==> src/rtl/bin_to_bcd_display_pkg.sv <==
// Shared definitions for the binary-to-BCD converter feeding the 8-digit
// seven-segment driver.
//   - state_t    : converter FSM state encoding (IDLE / SHIFT / DONE)
//   - DIGIT_W    : bits per BCD digit
//   - BCD_NINE   : the digit value used when a saturated result is shown
//   - int_digits : decimal digits needed to hold any IN_WIDTH-bit value,
//                  (w*301+999)/1000, i.e. ceil(w*log10(2)); the display top
//                  reuses it to size its own digit arrays.
package bin_to_bcd_display_pkg;

    typedef enum logic [1:0] {
        ST_IDLE  = 2'd0,
        ST_SHIFT = 2'd1,
        ST_DONE  = 2'd2
    } state_t;

    localparam int          DIGIT_W  = 4;
    localparam logic [3:0]  BCD_NINE = 4'h9;

    function automatic int int_digits(input int width);
        return (width * 301 + 999) / 1000;
    endfunction

endpackage

==> src/rtl/bin_to_bcd_display_if.sv <==
// Request/result bundle between a client and the binary-to-BCD converter.
//   start    : request a conversion (client -> converter)
//   bin_in   : unsigned value to convert, IN_WIDTH bits (client -> converter)
//   busy     : conversion in progress (converter -> client)
//   done     : one-cycle pulse, result valid from this cycle (converter -> client)
//   bcd_out  : DIGITS packed BCD digits, digit 0 in [3:0] (converter -> client)
//   overflow : value needs more than DIGITS decimal digits (converter -> client)
// Modports: master = client side, slave = converter side.
interface bin_to_bcd_display_if #(
    parameter int IN_WIDTH = 32,
    parameter int DIGITS   = 8
) ();

    logic                  start;
    logic [IN_WIDTH-1:0]   bin_in;
    logic                  busy;
    logic                  done;
    logic [4*DIGITS-1:0]   bcd_out;
    logic                  overflow;

    modport master (
        output start, bin_in,
        input  busy, done, bcd_out, overflow
    );

    modport slave (
        input  start, bin_in,
        output busy, done, bcd_out, overflow
    );

endinterface

==> src/rtl/bin_to_bcd_display_add3.sv <==
// One digit of the shift-and-add-3 step: a digit of 5 or more gets 3 added
// so that the following left shift carries correctly into the next digit.
//   digit_in  : current BCD digit (0..9 in a valid conversion)
//   digit_out : adjusted digit, ready to be shifted
// The add is 4-bit with no carry out: inputs are at most 9, so the largest
// result is 12.
module bin_to_bcd_display_add3
    import bin_to_bcd_display_pkg::*;
(
    input  logic [DIGIT_W-1:0] digit_in,
    output logic [DIGIT_W-1:0] digit_out
);

    assign digit_out = (digit_in >= DIGIT_W'(5)) ? digit_in + DIGIT_W'(3) : digit_in;

endmodule

==> src/rtl/bin_to_bcd_display.sv <==
// Sequential binary-to-BCD converter (shift-and-add-3) for the 8-digit
// seven-segment driver. A value captured on start is converted over
// IN_WIDTH shift cycles; the BCD result is then held on bcd_out until the
// next conversion completes.
// Ports:
//   clk   : clock
//   reset : synchronous, active-high reset; aborts any conversion
//   bus   : bin_to_bcd_display_if.slave (start, bin_in, busy, done,
//           bcd_out, overflow)
// Parameters:
//   IN_WIDTH : width of the unsigned binary input (default 32)
//   DIGITS   : BCD digits presented on bcd_out (default 8)
// Configuration macro BCD_SATURATE_EN:
//   defined   -> an overflowing value shows as all nines on bcd_out
//   undefined -> bcd_out shows the low DIGITS digits (value mod 10**DIGITS)
//   overflow itself is the same in both builds.
// Timing: start accepted at edge k; the shift register runs IN_WIDTH shifts,
// spends one more SHIFT cycle with the count at IN_WIDTH, and on edge
// k+IN_WIDTH+1 loads bcd_out/overflow and enters DONE, so done is high in
// the cycle after that edge and busy covers SHIFT plus DONE.
module bin_to_bcd_display
    import bin_to_bcd_display_pkg::*;
#(
    parameter int IN_WIDTH = 32,
    parameter int DIGITS   = 8
) (
    input  logic                 clk,
    input  logic                 reset,
    bin_to_bcd_display_if.slave  bus
);

    localparam int INT_DIGITS = int_digits(IN_WIDTH);
    localparam int BCD_W      = DIGIT_W * INT_DIGITS;
    localparam int OUT_W      = DIGIT_W * DIGITS;
    localparam int CNT_W      = $clog2(IN_WIDTH + 1);
    localparam logic [CNT_W-1:0] CNT_LAST = CNT_W'(IN_WIDTH);

    state_t              state;
    state_t              state_next;

    logic [BCD_W-1:0]    bcd_q;
    logic [BCD_W-1:0]    bcd_adj;
    logic [IN_WIDTH-1:0] bin_q;
    logic [CNT_W-1:0]    cnt_q;

    logic [OUT_W-1:0]    bcd_out_q;
    logic                overflow_q;

    logic [OUT_W-1:0]    low_digits;
    logic                ovf_now;
    logic [OUT_W-1:0]    bcd_sel;

    // ------------------------------------------------------------------
    // Add-3 adjustment on every digit in parallel, ahead of the shift.
    // ------------------------------------------------------------------
    for (genvar g = 0; g < INT_DIGITS; g++) begin : g_digit
        bin_to_bcd_display_add3 u_add3 (
            .digit_in  (bcd_q  [g*DIGIT_W +: DIGIT_W]),
            .digit_out (bcd_adj[g*DIGIT_W +: DIGIT_W])
        );
    end

    // ------------------------------------------------------------------
    // Result selection. Any nonzero digit above the displayed ones means
    // the value does not fit on the display.
    // ------------------------------------------------------------------
    if (INT_DIGITS > DIGITS) begin : g_ovf
        assign low_digits = bcd_q[OUT_W-1:0];
        assign ovf_now    = |bcd_q[BCD_W-1:OUT_W];
    end else begin : g_no_ovf
        assign low_digits = OUT_W'(bcd_q);
        assign ovf_now    = 1'b0;
    end

`ifdef BCD_SATURATE_EN
    assign bcd_sel = ovf_now ? {DIGITS{BCD_NINE}} : low_digits;
`else
    assign bcd_sel = low_digits;
`endif

    // ------------------------------------------------------------------
    // FSM state register
    // ------------------------------------------------------------------
    // NOTE: sequential state uses non-blocking assignments so every register
    // samples pre-edge values regardless of block ordering.
    always_ff @(posedge clk) begin
        if (reset) begin
            state <= ST_IDLE;
        end else begin
            state <= state_next;
        end
    end

    // ------------------------------------------------------------------
    // FSM next-state logic. start is only looked at in IDLE, so a request
    // during SHIFT or DONE is dropped rather than queued.
    // ------------------------------------------------------------------
    // NOTE: the default assignment first keeps this block free of latches
    // on any path the case statement does not cover.
    always_comb begin
        state_next = state;
        case (state)
            ST_IDLE:  if (bus.start)          state_next = ST_SHIFT;
            ST_SHIFT: if (cnt_q == CNT_LAST)  state_next = ST_DONE;
            ST_DONE:                          state_next = ST_IDLE;
            default:                          state_next = ST_IDLE;
        endcase
    end

    // ------------------------------------------------------------------
    // Datapath: working register {bcd, bin}, iteration count, held result.
    // ------------------------------------------------------------------
    // NOTE: every datapath register is reset (there is no memory here), so
    // the outputs never carry X and an aborted conversion leaves no trace.
    always_ff @(posedge clk) begin
        if (reset) begin
            bcd_q      <= '0;
            bin_q      <= '0;
            cnt_q      <= '0;
            bcd_out_q  <= '0;
            overflow_q <= 1'b0;
        end else begin
            case (state)
                ST_IDLE: begin
                    if (bus.start) begin
                        bin_q <= bus.bin_in;
                        bcd_q <= '0;
                        cnt_q <= '0;
                    end
                end
                ST_SHIFT: begin
                    if (cnt_q != CNT_LAST) begin
                        // The adjusted top digit never exceeds 7 here, so the
                        // bit shifted out of the top is always zero.
                        {bcd_q, bin_q} <= {bcd_adj, bin_q} << 1;
                        cnt_q          <= cnt_q + CNT_W'(1);
                    end else begin
                        bcd_out_q  <= bcd_sel;
                        overflow_q <= ovf_now;
                    end
                end
                default: ;
            endcase
        end
    end

    assign bus.busy     = (state != ST_IDLE);
    assign bus.done     = (state == ST_DONE);
    assign bus.bcd_out  = bcd_out_q;
    assign bus.overflow = overflow_q;

endmodule

==> src/flat_wrapper.sv <==
// flat-port wrapper written by rule: the top's interface ports become plain ports
module bin_to_bcd_display_flat import bin_to_bcd_display_pkg::*;
#(
    parameter int IN_WIDTH = 32,
    parameter int DIGITS   = 8
)
  (clk, reset, bus_start, bus_bin_in, bus_busy, bus_done, bus_bcd_out, bus_overflow);
  bin_to_bcd_display_if #(.IN_WIDTH(IN_WIDTH), .DIGITS(DIGITS)) bus_i ();
  input  logic clk;
  input  logic reset;
  input wire logic [$bits(bus_i.start)-1:0] bus_start;
  input wire logic [$bits(bus_i.bin_in)-1:0] bus_bin_in;
  output wire logic [$bits(bus_i.busy)-1:0] bus_busy;
  output wire logic [$bits(bus_i.done)-1:0] bus_done;
  output wire logic [$bits(bus_i.bcd_out)-1:0] bus_bcd_out;
  output wire logic [$bits(bus_i.overflow)-1:0] bus_overflow;
  assign bus_i.start = bus_start;
  assign bus_i.bin_in = bus_bin_in;
  assign bus_busy = bus_i.busy;
  assign bus_done = bus_i.done;
  assign bus_bcd_out = bus_i.bcd_out;
  assign bus_overflow = bus_i.overflow;
  bin_to_bcd_display #(.IN_WIDTH(IN_WIDTH), .DIGITS(DIGITS)) u_core (.clk(clk), .reset(reset), .bus(bus_i));
endmodule
==> config.mk <==
export PLATFORM = sky130hd
export DESIGN_NAME = bin_to_bcd_display_flat
export DESIGN_NICKNAME = d
export VERILOG_FILES = /design/src/rtl/bin_to_bcd_display_pkg.sv /design/src/rtl/bin_to_bcd_display_if.sv /design/src/rtl/bin_to_bcd_display_add3.sv /design/src/rtl/bin_to_bcd_display.sv /design/src/flat_wrapper.sv
export SDC_FILE = /design/constraint.sdc
export NUM_CORES = 1
export LEC_CHECK = 0
export CAP_MARGIN = 20
export CORE_MARGIN = 3
export CORE_UTILIZATION = 50
export DETAILED_ROUTE_END_ITERATION = 8
export PLACE_DENSITY_LB_ADDON = 0.15
export SLEW_MARGIN = 20
export SYNTH_ARGS = -nofsm -noshare
export SYNTH_HDL_FRONTEND = slang
export SYNTH_SLANG_ARGS = --single-unit
==> constraint.sdc <==
create_clock -name clk -period 2.6 [get_ports clk]
set_clock_uncertainty 0.2 [all_clocks]
set_input_delay 0.26 -clock clk [delete_from_list [all_inputs] [get_ports clk]]
set_output_delay 0.26 -clock clk [all_outputs]
set_load 0.02 [all_outputs]
# [After elaboration in Yosys (flattened, before gate mapping)]
# Index checks and enable logic that the tools add are counted.
[word_totals] out_inout_bits=35 ff_bits=113 word_cells=64 in_bits=35
[classes] magnitude_cmp=10 n_reduce_logical=7 add_sub_neg=11 eq_ne=7 n_mux=22 bitwise=1
[ops] cell="40-bit 2-to-1 mux" count=2
[ops] cell="40-bit case mux with 2 select lines" count=1
[ops] cell="32-bit 2-to-1 mux" count=2
[ops] cell="32-bit case mux with 2 select lines" count=1
[ops] cell="4-bit by 3-bit greater-or-equal comparator with 1-bit output (second input constant)" count=10
[ops] cell="4-bit by 2-bit adder with 4-bit output (second input constant)" count=9
[ops] cell="4-bit 2-to-1 mux" count=9
[ops] cell="6-bit 2-to-1 mux" count=2
[ops] cell="6-bit case mux with 2 select lines" count=1
[ops] cell="8-bit OR reduction" count=1
[ops] cell="6-bit by 1-bit adder with 6-bit output (second input constant)" count=1
[ops] cell="6-bit == test (second input constant)" count=1
[ops] cell="6-bit != test (second input constant)" count=1
[ops] cell="2-bit 2-to-1 mux" count=2
[ops] cell="2-bit by 1-bit != test with 1-bit output (second input constant)" count=2
[ops] cell="2-bit case mux with 2 select lines" count=1
[ops] cell="2-bit AND reduction" count=2
[ops] cell="2-bit nonzero test" count=2
[ops] cell="3-bit by 2-bit adder with 3-bit output (second input constant)" count=1
[ops] cell="3-bit 2-to-1 mux" count=1
[ops] cell="3-bit AND reduction" count=1
[ops] cell="2-bit by 1-bit == test with 1-bit output (second input constant)" count=1
[ops] cell="2-bit == test (second input constant)" count=1
[ops] cell="2-bit logical NOT" count=1
[ops] cell="2 further kinds" count=2

# [Depth between registers and ports, before layout]
# Gate-level depths: netlist (run 1).
[depth] ltp_word=4 depth_mapped=8 depth_no_buf=6

# [Hierarchy]
# A second synthesis (run 1) with hierarchy kept.
[hier_totals] hier_cells=648 area_unflattened_um2=5306.3
[modules_own_cells] mod="bin_to_bcd_display" seq_area_each_um2=2262.2 n_inst=1 area_per_inst_um2=4292.9 cells_each=488
[modules_own_cells] mod="bin_to_bcd_display_add3" seq_area_each_um2=0.0 n_inst=10 area_per_inst_um2=101.3 cells_each=16

# [Least setup slack after synthesis (run 1)]
# OpenSTA, ideal clock, no wires.
[synth_timing] path_kind="reg2reg" start="register u_core.cnt_q[0]" end="register u_core.bcd_q[10]" path_buffers=1 setup_slack_ps=619 required_time_ps=2283 synth_period_minus_slack_ps=1981 t_arrival_ps=1664 setup_ps=117 path_stages_with_launch=8 cell_sequence="dfxtp_1 inv_1 ha_1 nor4b_4 a311oi_2 nor2_1 buf_2 a22o_1"
[synth_between] elab_chain_cells=3
[synth_rtl] element="from (decl)" line="bin_to_bcd_display.sv:44" source="logic [CNT_W-1:0] cnt_q;"
[synth_rtl] element="from (signal assigned)" line="bin_to_bcd_display.sv:136" source="cnt_q <= cnt_q + CNT_W'(1);"
[synth_rtl] element="6-bit != test" line="bin_to_bcd_display.sv:132" source="if (cnt_q != CNT_LAST) begin"
[synth_rtl] element="2-bit by 1-bit != test with 1-bit output (no line)"
[synth_rtl] element="3-bit AND reduction (no line)"
[synth_rtl] element="to (signal assigned)" line="bin_to_bcd_display.sv:135" source="{bcd_q, bin_q} <= {bcd_adj, bin_q} << 1;"
[synth_rtl] element="to (decl)" line="bin_to_bcd_display.sv:41" source="logic [BCD_W-1:0] bcd_q;"
# No other way between the ends.
# A chain may end at the register's enable or synchronous reset.

# [Worst setup path after layout (run 1)]
[layout_timing] start="register u_core.cnt_q[0]" end="register u_core.bcd_q[17]"
# The elaborated chain is that of the path after synthesis.

==> impl_metrics.env, run 1 <==
export IMPL_status="finished, final reports clean"
export IMPL_synth_nets=657
export IMPL_pre_cts_ws_ns=0.2846
export IMPL_tightest_slew_ns=0.8147
export IMPL_overflow=0
export IMPL_r2r_start="u_core.cnt_q[0]$_SDFFE_PP0P_"
export IMPL_cts_buffers=17
export IMPL_fin_cells=805
export IMPL_clockBufferDepth=2
export IMPL_slew_violations=0
export IMPL_path_clk_slew_ns=0.06
export IMPL_antenna_found_initial=0
export IMPL_clk_latency_ns=0.52
export IMPL_hp_class="in2reg"
export IMPL_critPathLaunchType="register"
export IMPL_rows=36
export IMPL_initial_utilization=0.5231
export IMPL_ioPinCount=70
export IMPL_die_w_microns=107.8
export IMPL_place_gp_congestion=0.8081
export IMPL_placed_cells=774
export IMPL_power_density_nw_per_um2=661.0
export IMPL_grt_pass1_wl_microns=19970
export IMPL_routedWlPerCell_microns=14.46
export IMPL_met2WireLength_microns=6016
export IMPL_setup_viol=0
export IMPL_critPathMaxFanout=11
export IMPL_fp_coreArea_sq_um=9910
export IMPL_ir_drop_v=0.0004083
export IMPL_hold_viol_final=0
export IMPL_dp_hpwl_microns=7385
export IMPL_cp_startpoint="u_core.cnt_q[0]$_SDFFE_PP0P_"
export IMPL_post_cts_buffers=0
export IMPL_setup_ws_ns=0.2890
export IMPL_synth_flop_cell="dfxtp_1"
export IMPL_track_usage=0.2151
export IMPL_area_growth_syn_to_layout_pct=26.41
export IMPL_synth_cell_types=34
export IMPL_cts_resized=0
export IMPL_rsz0062_at_grt="no"
export IMPL_drc_errors=0
export IMPL_worst_ep_required_time_ns=2.86
export IMPL_ant_nets=0
export IMPL_worstHoldStart="reset"
export IMPL_die_area_sq_um=11630
export IMPL_cts_tree="yes"
export IMPL_clock_sinks=113
export IMPL_grt_max_degree=42
export IMPL_async_flop_share=0
export IMPL_yosysTopAreaCell="dfxtp_1"
export IMPL_avgSynthCellArea_sq_um=8.668
export IMPL_vias=4350
export IMPL_crit_arrival_ns=2.57
export IMPL_yosysSeqAreaShare=0.4364
export IMPL_fmax_ghz=0.4327
export IMPL_htreeDepth=4
export IMPL_drv_cap=0
export IMPL_post_route_util=0.6612
export IMPL_tns_ns=0
export IMPL_via_per_inst=5.404
export IMPL_crit_path_end_kind="register"
export IMPL_diodes=0
export IMPL_layout_drive_gt1_share=0.07440
export IMPL_synth_edf_count=0
export IMPL_synthTopCellsByArea="dfxtp_1 44%, mux2i_1 8.1%, nand2_1 6.2%, ha_1 5.8%, a21oi_1 5.2%"
export IMPL_first_pass_iters=4
export IMPL_clockRootBuffer="clkbuf_8"
export IMPL_power_leakage_nw=2.571
export IMPL_highest_layer="met4"
export IMPL_slew_headroom=0.4558
export IMPL_synth_top_cell_area_share=0.4364
export IMPL_io_buffer_count=69
export IMPL_finalCriticalPeriod_ns=2.311
export IMPL_final_net_count=719
export IMPL_die_y_microns=107.8
export IMPL_wl_met3_microns=377
export IMPL_criticalPathCategory="reg2reg"
export IMPL_timing_final_crit_share=0.8889
export IMPL_drt_iter0_markers=217
export IMPL_syn_inst=598
export IMPL_synth_area_sq_um=5184
export IMPL_ys_warn_count=0
export IMPL_grt_pass1_vias=4302
export IMPL_wl_microns=11640
export IMPL_m1WireLength_microns=5092
export IMPL_hold_buffers=0
export IMPL_ys_ff_latch=113
[flip-flops by register name, indices dropped and copies added (netlist names)]
register,flops
u_core.bin_q,32
u_core.state,2
u_core.cnt_q,6
u_core.bus.overflow,1
u_core.bcd_q,40
u_core.bus.bcd_out,32
[final timing paths]
path | slack, ns | depth (start not counted) | endpoint
setup / recovery | 0.29 | 7 | u_core.bcd_q[17]$_SDFFE_PP0P_
hold / removal | 0.02 | 2 | u_core.bin_q[19]$_SDFFE_PP0P_
setup reg to reg | 0.29 | 7 | u_core.bcd_q[17]$_SDFFE_PP0P_
hold reg to reg | 0.25 | 2 | u_core.bus.bcd_out[12]$_SDFFE_PP0P_
[cells in the mapped netlist (all sizes together) (16+ instances only)]
cell type	number
dfxtp	113
nand2	85
a21oi	55
nor2	52
mux2i	42
a211oi	31
ha	24
clkbuf	23
inv	23
nand3	23
o21ai	21
a22o	20
buf	16
[layout by cell type, fill, tap and decap left out, drive strengths merged, types with 2 or more instances in the layout]
cell	synthesis	layout
nor2b	2	2
a22oi	3	3
nand3	23	23
clkinv	0	4
a31oi	10	10
a211oi	31	31
ha	24	24
bufinv	0	2
or2	2	2
or3	3	3
nor3b	10	10
nor2	52	52
nand2b	11	11
dfxtp	113	113
o21ai	21	21
buf	16	14
xnor2	10	10
a21oi	55	55
mux2i	42	42
clkinvlp	0	3
nand2	85	85
clkdlybuf4s50	0	68
a22o	20	20
inv	23	23
clkbuf	23	22
and2	9	9
[worst max-delay path: stages (launching register included)]
cell,delay (ns)
dfxtp_1,0.35
inv_1,0.08
ha_1,0.20
nor4b_4,0.15
a21oi_2,0.15
nor2b_1,0.67
buf_4,0.30
a22o_1,0.15
[layer usage]
layer | vias up | GRT usage
met4 | 0 | 0.08296
met5 | - | 0
met2 | 74 | 0.3739
li1 | 2212 | -
met3 | 13 | 0.05339
met1 | 2051 | 0.2541
[cell families (layout without fill, tap and decap cells)]
family	after synthesis	count (layout)	synth area share
compound gates	143	143	0.1755
xor+xnor	10	10	0.01690
fa+ha+maj	24	24	0.05793
buf+inv	62	136	0.05020
flops	113	113	0.4364
mux	42	42	0.08110
simple gates	204	204	0.1820
[power by group]
part	internal [mW]	switching [mW]
sequential	1.78	0.0276
clock	1.45	0.791
combinational	0.129	0.148
total	3.37	0.966
[cell type report]
cell class | count | area [sq um]
Fill cell | 800 | 3357
Multi-Input combinational cell | 423 | 2675
Sequential cell | 113 | 2262
Timing Repair Buffer | 82 | 783.3
Clock buffer | 22 | 473.0
Tap cell | 133 | 166.4
Clock inverter | 9 | 106.4
Inverter | 23 | 86.33
[stage by stage]
stage               total power, mW  area, sq um  hold WS, ns
floorplan                     2.023         5184       0.2083
global placement              2.114         5973       0.2423
detailed placement            2.123         5973       0.2455
CTS                           4.370         6553     0.008102
global route                  4.477         6553      0.05490
finish                        4.331         6553      0.01695
(Power assumes the default switching activity.)
==> run 2: changes to the inputs <==
--- a/config.mk
+++ b/config.mk
@@ -9,4 +9,5 @@
 export CORE_MARGIN = 3
 export CORE_UTILIZATION = 50
+export CTS_CLUSTER_DIAMETER = 200
 export DETAILED_ROUTE_END_ITERATION = 8
 export PLACE_DENSITY_LB_ADDON = 0.15
==> constraint.sdc (replaced) <==
create_clock -name clk -period 2.6 [get_ports clk]
set_clock_uncertainty 0.2 [all_clocks]
set_input_delay 0.26 -clock clk [delete_from_list [all_inputs] [get_ports clk]]
set_output_delay 0.26 -clock clk [all_outputs]
set_load 0.01 [all_outputs]
==> results of run 2 <==
The final DEF is identical to that of run 1. Status: finished, final reports clean.
==> run 3: changes to the inputs <==
CORE_UTILIZATION = 55   (was 50)
==> run 3 against run 2 <==
Setup slack worse by 0.057 ns. Utilization is 7.0 points higher. Count of clock-buffer cells in the layout is 5 lower. Non-clock buffer count stayed put. Global-route usage is 1.4 points higher. Sequential power hardly changed. Critical path depth is 1 higher. Flip-flop and latch count stayed put. Hold slack better by 0.16 ns. Sequential share of layout area is 0.11 points higher. Critical path type unchanged. Largest power group unchanged.
==> impl_metrics.env, run 3 (same netlist as run 1, synthesis figures left out) <==
export IMPL_fp_coreArea_sq_um=8934
export IMPL_grt_pass1_vias=4206
export IMPL_initial_utilization=0.5803
export IMPL_clock_sinks=113
export IMPL_tightest_slew_ns=0.5095
export IMPL_criticalPathCategory="reg2reg"
export IMPL_diodes=0
export IMPL_track_usage=0.2292
export IMPL_setup_viol=0
export IMPL_post_route_util=0.7311
export IMPL_timing_final_crit_share=0.9107
export IMPL_vias=4358
export IMPL_rsz0062_at_grt="no"
export IMPL_tns_ns=0
export IMPL_ir_drop_v=0.0005303
export IMPL_grt_max_degree=63
export IMPL_cp_slowest_cell="a311o_1"
export IMPL_finalCriticalPeriod_ns=2.368
export IMPL_power_leakage_nw=2.577
export IMPL_die_y_microns=103.1
export IMPL_io_buffer_count=69
export IMPL_r2r_cells=8
export IMPL_critPathMaxFanout=15
export IMPL_grt_pass1_wl_microns=19350
export IMPL_htreeDepth=4
export IMPL_cp_startpoint="u_core.cnt_q[0]$_SDFFE_PP0P_"
export IMPL_crit_top_cell="buf_4"
export IMPL_die_area_sq_um=10630
export IMPL_place_gp_congestion=0.8091
export IMPL_cts_tree="yes"
export IMPL_status="finished, final reports clean"
export IMPL_drv_cap=0
export IMPL_ff2ff_setup_slack_ns=0.23
export IMPL_cts_buffers=17
export IMPL_final_common_cell="dfxtp_1"
export IMPL_crit_path_end_kind="register"
export IMPL_crit_chain="inv_1 -> ha_1 -> nor4b_4 -> a311o_1 -> buf_4 -> buf_4 -> nand2_1 -> a31oi_1"
export IMPL_slew_violations=0
export IMPL_rows=34
export IMPL_clockRootBuffer="clkbuf_8"
export IMPL_final_net_count=719
export IMPL_layout_drive_gt1_share=0.07578
export IMPL_top_register="u_core.bcd_q"
export IMPL_wl_microns=11180
export IMPL_dp_hpwl_microns=7033
export IMPL_drc_errors=0
export IMPL_overflow=0
export IMPL_via_per_inst=5.580
export IMPL_crit_arrival_ns=2.60
export IMPL_first_pass_iters=5
export IMPL_routedWlPerCell_microns=14.31
export IMPL_power_density_nw_per_um2=659.2
export IMPL_final_cell_mix="113 x dfxtp_1, 85 x nand2_1, 68 x clkdlybuf4s50_1"
export IMPL_die_w_microns=103.1
export IMPL_worstSetupEndpoint="u_core.bcd_q[11]$_SDFFE_PP0P_"
export IMPL_fmax_ghz=0.4223
export IMPL_clockBufferDepth=2
export IMPL_clk_latency_ns=0.51
export IMPL_slew_headroom=0.6603
export IMPL_r2r_start="u_core.cnt_q[0]$_SDFFE_PP0P_"
export IMPL_ioPinCount=70
export IMPL_path_clk_slew_ns=0.06
export IMPL_slowest_delay_ns=0.39
export IMPL_hp_class="in2reg"
export IMPL_hold_viol_final=0
export IMPL_largest_register_ffs=40
export IMPL_antenna_found_initial=0
export IMPL_area_growth_syn_to_layout_pct=26.00
export IMPL_drt_iter0_markers=275
export IMPL_r2r_end="u_core.bcd_q[11]$_SDFFE_PP0P_"
export IMPL_worst_ep_required_time_ns=2.83
export IMPL_critPathLaunchType="register"
export IMPL_ant_nets=0
run 3: changes by cell type in the layout (fill, tap and decap cells not counted), moves of 2 or more:
cell      change
clkinv_4      +4
buf_4         -2
clkbuf_8      -4
inv_6         +3
run 3: power breakdown:
group / switching [mW] / internal (mW) / leakage [nW]
sequential: 0.0289 / 1.78 / 0.919
combinational: 0.143 / 0.133 / 1.38
clock: 0.849 / 1.37 / 0.279
run 3: how the worst min path moves through the flow:
stage                                        startpoint                                  end  slack [ns]  cells after the start
floorplan                                 bus_bin_in[0]         u_core.bin_q[0]$_SDFFE_PP0P_        0.21                      2
global placement     u_core.bus.bcd_out[9]$_SDFFE_PP0P_   u_core.bus.bcd_out[9]$_SDFFE_PP0P_        0.24                      2
detailed placement  u_core.bus.bcd_out[13]$_SDFFE_PP0P_  u_core.bus.bcd_out[13]$_SDFFE_PP0P_        0.25                      2
CTS                                       bus_bin_in[0]         u_core.bin_q[0]$_SDFFE_PP0P_        0.16                      3
global route                              bus_bin_in[0]         u_core.bin_q[0]$_SDFFE_PP0P_        0.20                      3
finish                                    bus_bin_in[0]         u_core.bin_q[0]$_SDFFE_PP0P_        0.17                      3
run 3: worst max-delay path, delay by kind of cell, from the launching register on:
family | cells | cell delay, ns
flip-flops | 1 | 0.33
buffers and inverters | 3 | 0.56
AO/OA/AOI/OAI | 2 | 0.58
AND/OR/NAND/NOR | 2 | 0.45
adder cells (fa/ha/maj) | 1 | 0.16
run 3: repair_timing:
item | CTS | global route
buffers inserted | 0 | 0
hold endpoints to repair | 12 | 0
hold buffers | 1 | 0
resized for setup | 0 | 0
run 3: cell type report:
type | instances | area (sq um)
Tap cell | 108 | 135.1
Inverter | 23 | 86.33
Sequential cell | 113 | 2262
Clock buffer | 17 | 414.1
Fill cell | 694 | 2402
Clock inverter | 15 | 160.2
Multi-Input combinational cell | 423 | 2675
Timing Repair Buffer | 82 | 798.3
run 3: per-stage QoR:
step                      cell area [sq um]  cells  setup WS, ns  power [mW]  hold slack (ns)
after floorplan                        5184    598        0.6193       2.022           0.2083
after global placement                 5947    748        0.3902       2.113           0.2406
after detailed placement               5947    748        0.2842       2.122           0.2470
after CTS                              6531    781        0.2007       4.353           0.1593
after global routing                   6531    781       0.07090       4.467           0.2018
final                                  6531    781        0.2321       4.306           0.1735
run 3: metal layers:
| metal | wire length, microns | GRT usage | up-vias |
|---|---|---|---|
| met5 | 0 | 0 | - |
| met2 | 5709 | 0.3937 | 76 |
| met4 | 125 | 0.08267 | 0 |
| met3 | 339 | 0.04736 | 14 |
| met1 | 5001 | 0.2839 | 2063 |
| li1 | - | - | 2205 |
